<file path="src/rtl/frame_chunk_sequencer.sv">
// Splits each accepted feature frame into NUM_CHUNKS chunks for a downstream consumer.
// Defining FCS_PREFETCH_EN lets the next frame load during the last chunk handshake.
module frame_chunk_sequencer #(
    parameter int NUM_VALUES        = 40,
    parameter int CHUNK_WIDTH       = 8,
    parameter int FRAMES_PER_WINDOW = 49,
    localparam int NUM_CHUNKS = NUM_VALUES / CHUNK_WIDTH,
    localparam int IDX_W      = (NUM_CHUNKS > 1) ? $clog2(NUM_CHUNKS) : 1,
    localparam int CNT_W      = (FRAMES_PER_WINDOW > 1) ? $clog2(FRAMES_PER_WINDOW) : 1
) (
    input  logic             clk,
    input  logic             reset,
    input  logic             flush,
    input  logic             frame_valid,
    output logic             frame_ready,
    output logic             buf_load,
    output logic             buf_shift,
    output logic             chunk_valid,
    input  logic             chunk_ready,
    output logic [IDX_W-1:0] chunk_idx,
    output logic             chunk_last,
    output logic             window_last,
    output logic [CNT_W-1:0] frame_cnt,
    output logic             window_done
);

    typedef enum logic {
        IDLE   = 1'b0,
        STREAM = 1'b1
    } state_t;

    state_t           state_q, state_d;
    logic [IDX_W-1:0] chunk_idx_q, chunk_idx_d;
    logic [CNT_W-1:0] frame_cnt_q, frame_cnt_d;
    logic             window_done_q, window_done_d;
    logic             at_last_chunk;
    logic             at_last_frame;

    assign at_last_chunk = (chunk_idx_q == IDX_W'(NUM_CHUNKS - 1));
    assign at_last_frame = (frame_cnt_q == CNT_W'(FRAMES_PER_WINDOW - 1));

    always_ff @(posedge clk or posedge reset) begin
        if (reset) begin
            state_q       <= IDLE;
            chunk_idx_q   <= '0;
            frame_cnt_q   <= '0;
            window_done_q <= 1'b0;
        end else begin
            state_q       <= state_d;
            chunk_idx_q   <= chunk_idx_d;
            frame_cnt_q   <= frame_cnt_d;
            window_done_q <= window_done_d;
        end
    end

    always_comb begin
        state_d       = state_q;
        chunk_idx_d   = chunk_idx_q;
        frame_cnt_d   = frame_cnt_q;
        window_done_d = 1'b0;
        frame_ready   = 1'b0;
        buf_load      = 1'b0;
        buf_shift     = 1'b0;
        chunk_valid   = 1'b0;

        case (state_q)
            IDLE: begin
                frame_ready = 1'b1;
                if (frame_valid) begin
                    buf_load    = 1'b1;
                    chunk_idx_d = '0;
                    state_d     = STREAM;
                end
            end
            STREAM: begin
                chunk_valid = 1'b1;
                if (chunk_ready) begin
                    if (!at_last_chunk) begin
                        chunk_idx_d = chunk_idx_q + IDX_W'(1);
                        buf_shift   = 1'b1;
                    end else begin
                        // Frame complete: count it and return to IDLE unless a frame is prefetched.
                        frame_cnt_d   = at_last_frame ? '0 : frame_cnt_q + CNT_W'(1);
                        window_done_d = at_last_frame;
                        chunk_idx_d   = '0;
                        state_d       = IDLE;
`ifdef FCS_PREFETCH_EN
                        frame_ready = 1'b1;
                        if (frame_valid) begin
                            buf_load = 1'b1;
                            state_d  = STREAM;
                        end
`endif
                    end
                end
            end
            default: state_d = IDLE;
        endcase

        if (flush) begin
            state_d       = IDLE;
            chunk_idx_d   = '0;
            frame_cnt_d   = '0;
            window_done_d = 1'b0;
            frame_ready   = 1'b0;
            buf_load      = 1'b0;
            buf_shift     = 1'b0;
        end

        // Keep the buffer strobes quiet while reset is held.
        if (reset) begin
            frame_ready = 1'b0;
            buf_load    = 1'b0;
            buf_shift   = 1'b0;
        end
    end

    assign chunk_idx   = chunk_idx_q;
    assign frame_cnt   = frame_cnt_q;
    assign window_done = window_done_q;
    assign chunk_last  = chunk_valid & at_last_chunk;
    assign window_last = chunk_last & at_last_frame;

endmodule

</file>
<file path="config.mk">
export PLATFORM = sky130hd
export DESIGN_NAME = frame_chunk_sequencer
export DESIGN_NICKNAME = d
export VERILOG_FILES = /design/src/rtl/frame_chunk_sequencer.sv
export SDC_FILE = /design/constraint.sdc
export NUM_CORES = 1
export LEC_CHECK = 0
export BUFFER_PORTS_ARGS = -buffer_cell sky130_fd_sc_hd__buf_4
export CAP_MARGIN = 20
export CORE_UTILIZATION = 48
export DETAILED_ROUTE_END_ITERATION = 8
export PLACE_DENSITY = 0.79
export RECOVER_POWER = 100
export REMOVE_ABC_BUFFERS = 1
export SYNTH_ARGS = -nofsm -noshare
export SYNTH_HDL_FRONTEND = slang
export SYNTH_SLANG_ARGS = --single-unit
</file>
<file path="constraint.sdc">
create_clock -name clk -period 1.7 [get_ports clk]
set_input_delay 0.085 -clock clk [delete_from_list [all_inputs] [get_ports clk]]
set_output_delay 0.085 -clock clk [all_outputs]
set_load 0.01 [all_outputs]
</file>
======== Yosys cells after proc, flatten, opt, wreduce, memory -nomap -nowiden ========
Index checks and enable logic that the tools add are counted.
storage, ports and cells
  bits in registers ....................... 11
  bits of input ports ..................... 5
  output and inout bits ................... 16
  logic and storage cells ................. 48
cells by class
  $add $sub $neg .......................... 2
  equality and inequality tests ........... 4
  multiplexer cells ....................... 30
  bitwise gates (word level) .............. 3
  reduce and logical (&&, ||, !) cells .... 5
operators with widths
  cell                   number
  $mux W6                5
  $mux W1                19
  $mux W3                4
  $add A6 B1 Y6 const B  1
  $eq A6 B6 Y1 const B   1
  $ne A3 B3 Y1 const B   2
  $pmux W3 S2            1
  $reduce_bool A2 Y1     3
  $add A3 B1 Y3 const B  1
  $eq A3 B3 Y1 const B   1
  $reduce_and A3 Y1      1
  $and A1 B1 Y1          2
  $pmux W1 S2            1
  $reduce_and A2 Y1      1
  $not A1 Y1             1

======== Longest topological paths before layout ========
  word-level depth ........................ 6
  mapped depth ............................ 6

======== Least setup slack after synthesis ========
OpenSTA, ideal clock, no wires.
  path type ............................... register -> register
  start ................................... reg chunk_idx_q[0], in the netlist chunk_idx[0]
  end ..................................... reg frame_cnt_q[5], in the netlist frame_cnt[5]
  library setup time ...................... 0.104 ns
  data arrival time ....................... 1.497 ns
  data required time ...................... 1.596 ns
  path slack .............................. 0.099 ns
  stages on the path, launching flop included .. 7
  buffers on the path ..................... 1
  period minus slack after synthesis ...... 1.601 ns
  cell sequence ........................... dfrtp_1 -> inv_1 -> ha_1 -> and4_1 -> buf_2 -> or3_2 -> o311ai_1
between the ends
  longest elaborated chain between the ends .. 3
RTL lines
  element                       RTL line  RTL
  start: declaration            33        logic [IDX_W-1:0] chunk_idx_q, chunk_idx_d;
  start signal: assignment      50        chunk_idx_q <= chunk_idx_d;
  $eq A3 B3 Y1                  39        assign at_last_chunk = (chunk_idx_q == IDX_W'(NUM_CHUNKS - 1));
  $reduce_bool A2 Y1 (no line)  -
  $reduce_and A3 Y1 (no line)   -
  end signal: assignment        51        frame_cnt_q <= frame_cnt_d;
  end: declaration              34        logic [CNT_W-1:0] frame_cnt_q, frame_cnt_d;
No other way between the ends.
A chain may end at the register's enable or synchronous reset.

======== Worst setup path after layout ========
  start ................................... reg frame_cnt_q[0], in the netlist frame_cnt[0]
  end ..................................... out window_last
between the ends
  longest elaborated chain between the ends .. 2
RTL lines
  element           RTL line  RTL
  $eq A6 B6 Y1      40        assign at_last_frame = (frame_cnt_q == CNT_W'(FRAMES_PER_WINDOW - 1));
  $and A1 B1 Y1     122       assign window_last = chunk_last & at_last_frame;
  end: declaration  22        output logic window_last,
No other way between the ends.

==> flow_summary_export.csv <==
group,metric,value,unit
pwr,p_sw,0.1578,mW
finish,stdcell_count,117,
worst_setup_path,end_kind,"primary output",
hold_path,holdPathStages,2,
placement,dp_hpwl,1081,um
die,die_h,39.87,um
logic_synthesis,syn_inst,75,
die,fp.dieW,39.87,um
finish,fillers,124,
global_route,antenna_found_initial,0,
global_route,grt_max_degree,17,
hold_path,min_path_type,"in2reg",
finish,seq_area,276.5,um2
pwr,swShare,28.19,%
cts,htree_num_levels,1,
finish,final_util,65.91,%
pwr,pwr-share-clk,32.4,%
logic_synthesis,yosys_most_used_dff,"dfrtp_1",
global_route,grt-ovfl-total,0,
pwr,p_int,0.4019,mW
timing,final_max_slew_viol_count,0,
timing,setup_tns,0,ns
logic_synthesis,syn_area_per_cell,9.175,um2
worst_setup_path,reg2regPathDepth,5,
global_route,track_usage,21.76,%
timing,max_slew_margin,70.11,%
worst_setup_path,start_kind,"register",
worst_setup_path,reg2reg_slack,0.14,ns
pwr,combPwrFrac,16.4,%
timing,clock_skew,0.004023,ns
die,die_area,0.001589,mm2
pwr,cellLeakagePower,0.3635,nW
timing,clock.fmax,627.5,MHz
pwr,p_seq_share,51.2,%
routing,wl_per_cell,13.43,um
routing,routed_wl,1571,um
routing,ant_nets,0,
timing,fin_crit,1.594,ns
die,io_pins,21,
run_status,status,"finished, final reports clean",
pwr,power,0.5597,mW
logic_synthesis,synth_area,688.2,um2
timing,fin_crit_sh,93.74,%
cts,clock_path_buffers,2,
flow_run,drv_cap,0,
logic_synthesis,yosys.area.top_type,"dfrtp_1",
logic_synthesis,yosysUniqueCellTypes,34,
logic_synthesis,synth_seq_area_share,40.00,%
die,num_rows,13,
pwr,power_density,644.6,mW/mm2
worst_setup_path,cp_max_fo,3,
routing,first_pass_iters,4,
worst_setup_path,r2r_start,"chunk_idx[1]",
finish,antenna_cells,0,
finish,mostFrequentLayoutCell,"clkbuf_1",
pwr,peakVddDrop,0.0003755,V
routing,vias,670,
finish,most-common-layout-cells,"clkbuf_1 (15), buf_4 (11), dfrtp_1 (10)",
cts,clock_sinks,11,
routing,viasPerCell,5.726,
global_route,grt_pass1_vias,521,
hold_path,hp-start,"flush",
cts,clkSlewWorstSetupHoldPaths,0.07,ns
global_route,grt_pass1_wl,2242,um
routing,drc,0,
cts,cts_tree,"built",
worst_setup_path,r2r_end,"frame_cnt[5]",
finish,nNetsFinal,112,
hold_path,hold_end,"frame_cnt[4]",
worst_setup_path,crit_type,"reg2out",
routing,drt_iter0_drc,10,
worst_setup_path,arrival,1.51,ns
logic_synthesis,ys_top_cells_by_area,"dfrtp_1 (40%), ha_1 (7.3%), a21oi_1 (5.1%)",
cts,clock_latency,0.27,ns
timing,tightest_slew,0.4478,ns
finish,areaGrowthSynthToFinish,26.18,%
timing,finalHoldViolCount,0,
cts,root_buffer,"clkbuf_4",
cts,cts_made_buffers,3,
logic_synthesis,synthArstFlopShare,100.0,%
logic_synthesis,ys_ff_latch,11,
logic_synthesis,ys.warnings.count,0,
die,start_util,52.23,%
logic_synthesis,yosysTopAreaCellShare,40.00,%
worst_setup_path,crit_required,1.62,ns
timing,rsz0062_at_grt,"false",
placement,gp_congestion,0.7204,
placement,placed_cells,109,
finish,layout-drive-gt1-share,22.55,%
placement,io_buffers,20,
timing,finalSetupViolCount,0,
logic_synthesis,synth-edff-count,0,
die,core_area,0.001318,mm2
finish,multi_input_area,371.6,um2
==> layer usage <==
metal	wire length (um)	GRT usage, %	vias to the layer above
met1	734	25.86	310
met2	734	35.89	27
met4	14	12.93	0
met5	0	0	-
li1	-	-	329
met3	87	3.409	4
==> critical path, cell delays in order (launching register included) <==
cell and delay (ns):
dfrtp_2 0.41, inv_2 0.06, ha_1 0.14, nand4bb_1 0.13, or2_4 0.29, nor2b_2 0.10, buf_4 0.12
==> cell families after synthesis <==
family                   synth area share (%)
flip-flops                              40.00
buffers and inverters                   7.272
adder cells (fa/ha/maj)                 7.273
AND/OR/NAND/NOR                         27.46
AO/OA/AOI/OAI                           16.55
multiplexers                            1.455
==> power by group through the flow <==
stage          Clock, mW  Combinational, mW  Sequential (mW)
2_1_floorplan          0             0.0414            0.294
3_3_place_gp           0             0.0948            0.292
3_5_place_dp           0             0.0969            0.292
4_1_cts            0.185              0.100            0.287
5_1_grt            0.195              0.102            0.289
6_report           0.181             0.0918            0.287
==> state kept, by name, summed over array words and instances, names as in the netlist <==
signal	flops
chunk_idx	3
frame_cnt	6
state_q	1
window_done	1
==> per-stage QoR <==
step / hold WS (ns) / area (um2) / setup slack (ns)
final: 0.09444 / 868.3 / 0.1064
after global routing: 0.1085 / 868.3 / 0.007839
after CTS: 0.08355 / 904.6 / 0.02264
after detailed placement: 0.1336 / 852.1 / 0.1019
after global placement: 0.1201 / 852.1 / 0.1358
after floorplan: -0.06256 / 668.1 / 0.1319
==> worst max-delay path by stage <==
stage / cells after the start / startpoint / to
final: 6 / frame_cnt[0] / window_last
after global routing: 6 / frame_cnt[0] / window_last
after CTS: 6 / frame_cnt[0] / window_last
after detailed placement: 5 / chunk_idx[1] / frame_cnt[5]
after global placement: 5 / chunk_idx[1] / frame_cnt[5]
after floorplan: 5 / chunk_idx[0] / frame_cnt[5]
==> area by class of cell <==
| class | count | area share, % |
|---|---|---|
| well taps | 15 | 2.161 |
| multi-input cells | 53 | 42.80 |
| repair buffers | 26 | 16.71 |
| clock buffers | 4 | 3.026 |
| inverters | 8 | 3.458 |
| flip-flops and latches | 11 | 31.84 |
==> synth_stat cells, types with 2 or more instances <==
master / number
or3_1: 2
dfrtp_1: 11
nor3_1: 3
a21oi_1: 7
nand2_1: 7
inv_1: 8
ha_1: 4
nand3_1: 3
nor2_1: 4
o21ai_0: 2
==> repair_timing <==
item | in CTS | in global routing
buffers inserted | 2 | 1
hold buffers | 1 | 0
pin swaps | 0 | 1
resized for setup | 1 | 5
endpoints found under the hold margin | 11 | 0
endpoints found under the setup margin | 1 | 3
No activity file was read; power rests on OpenSTA's default activity.
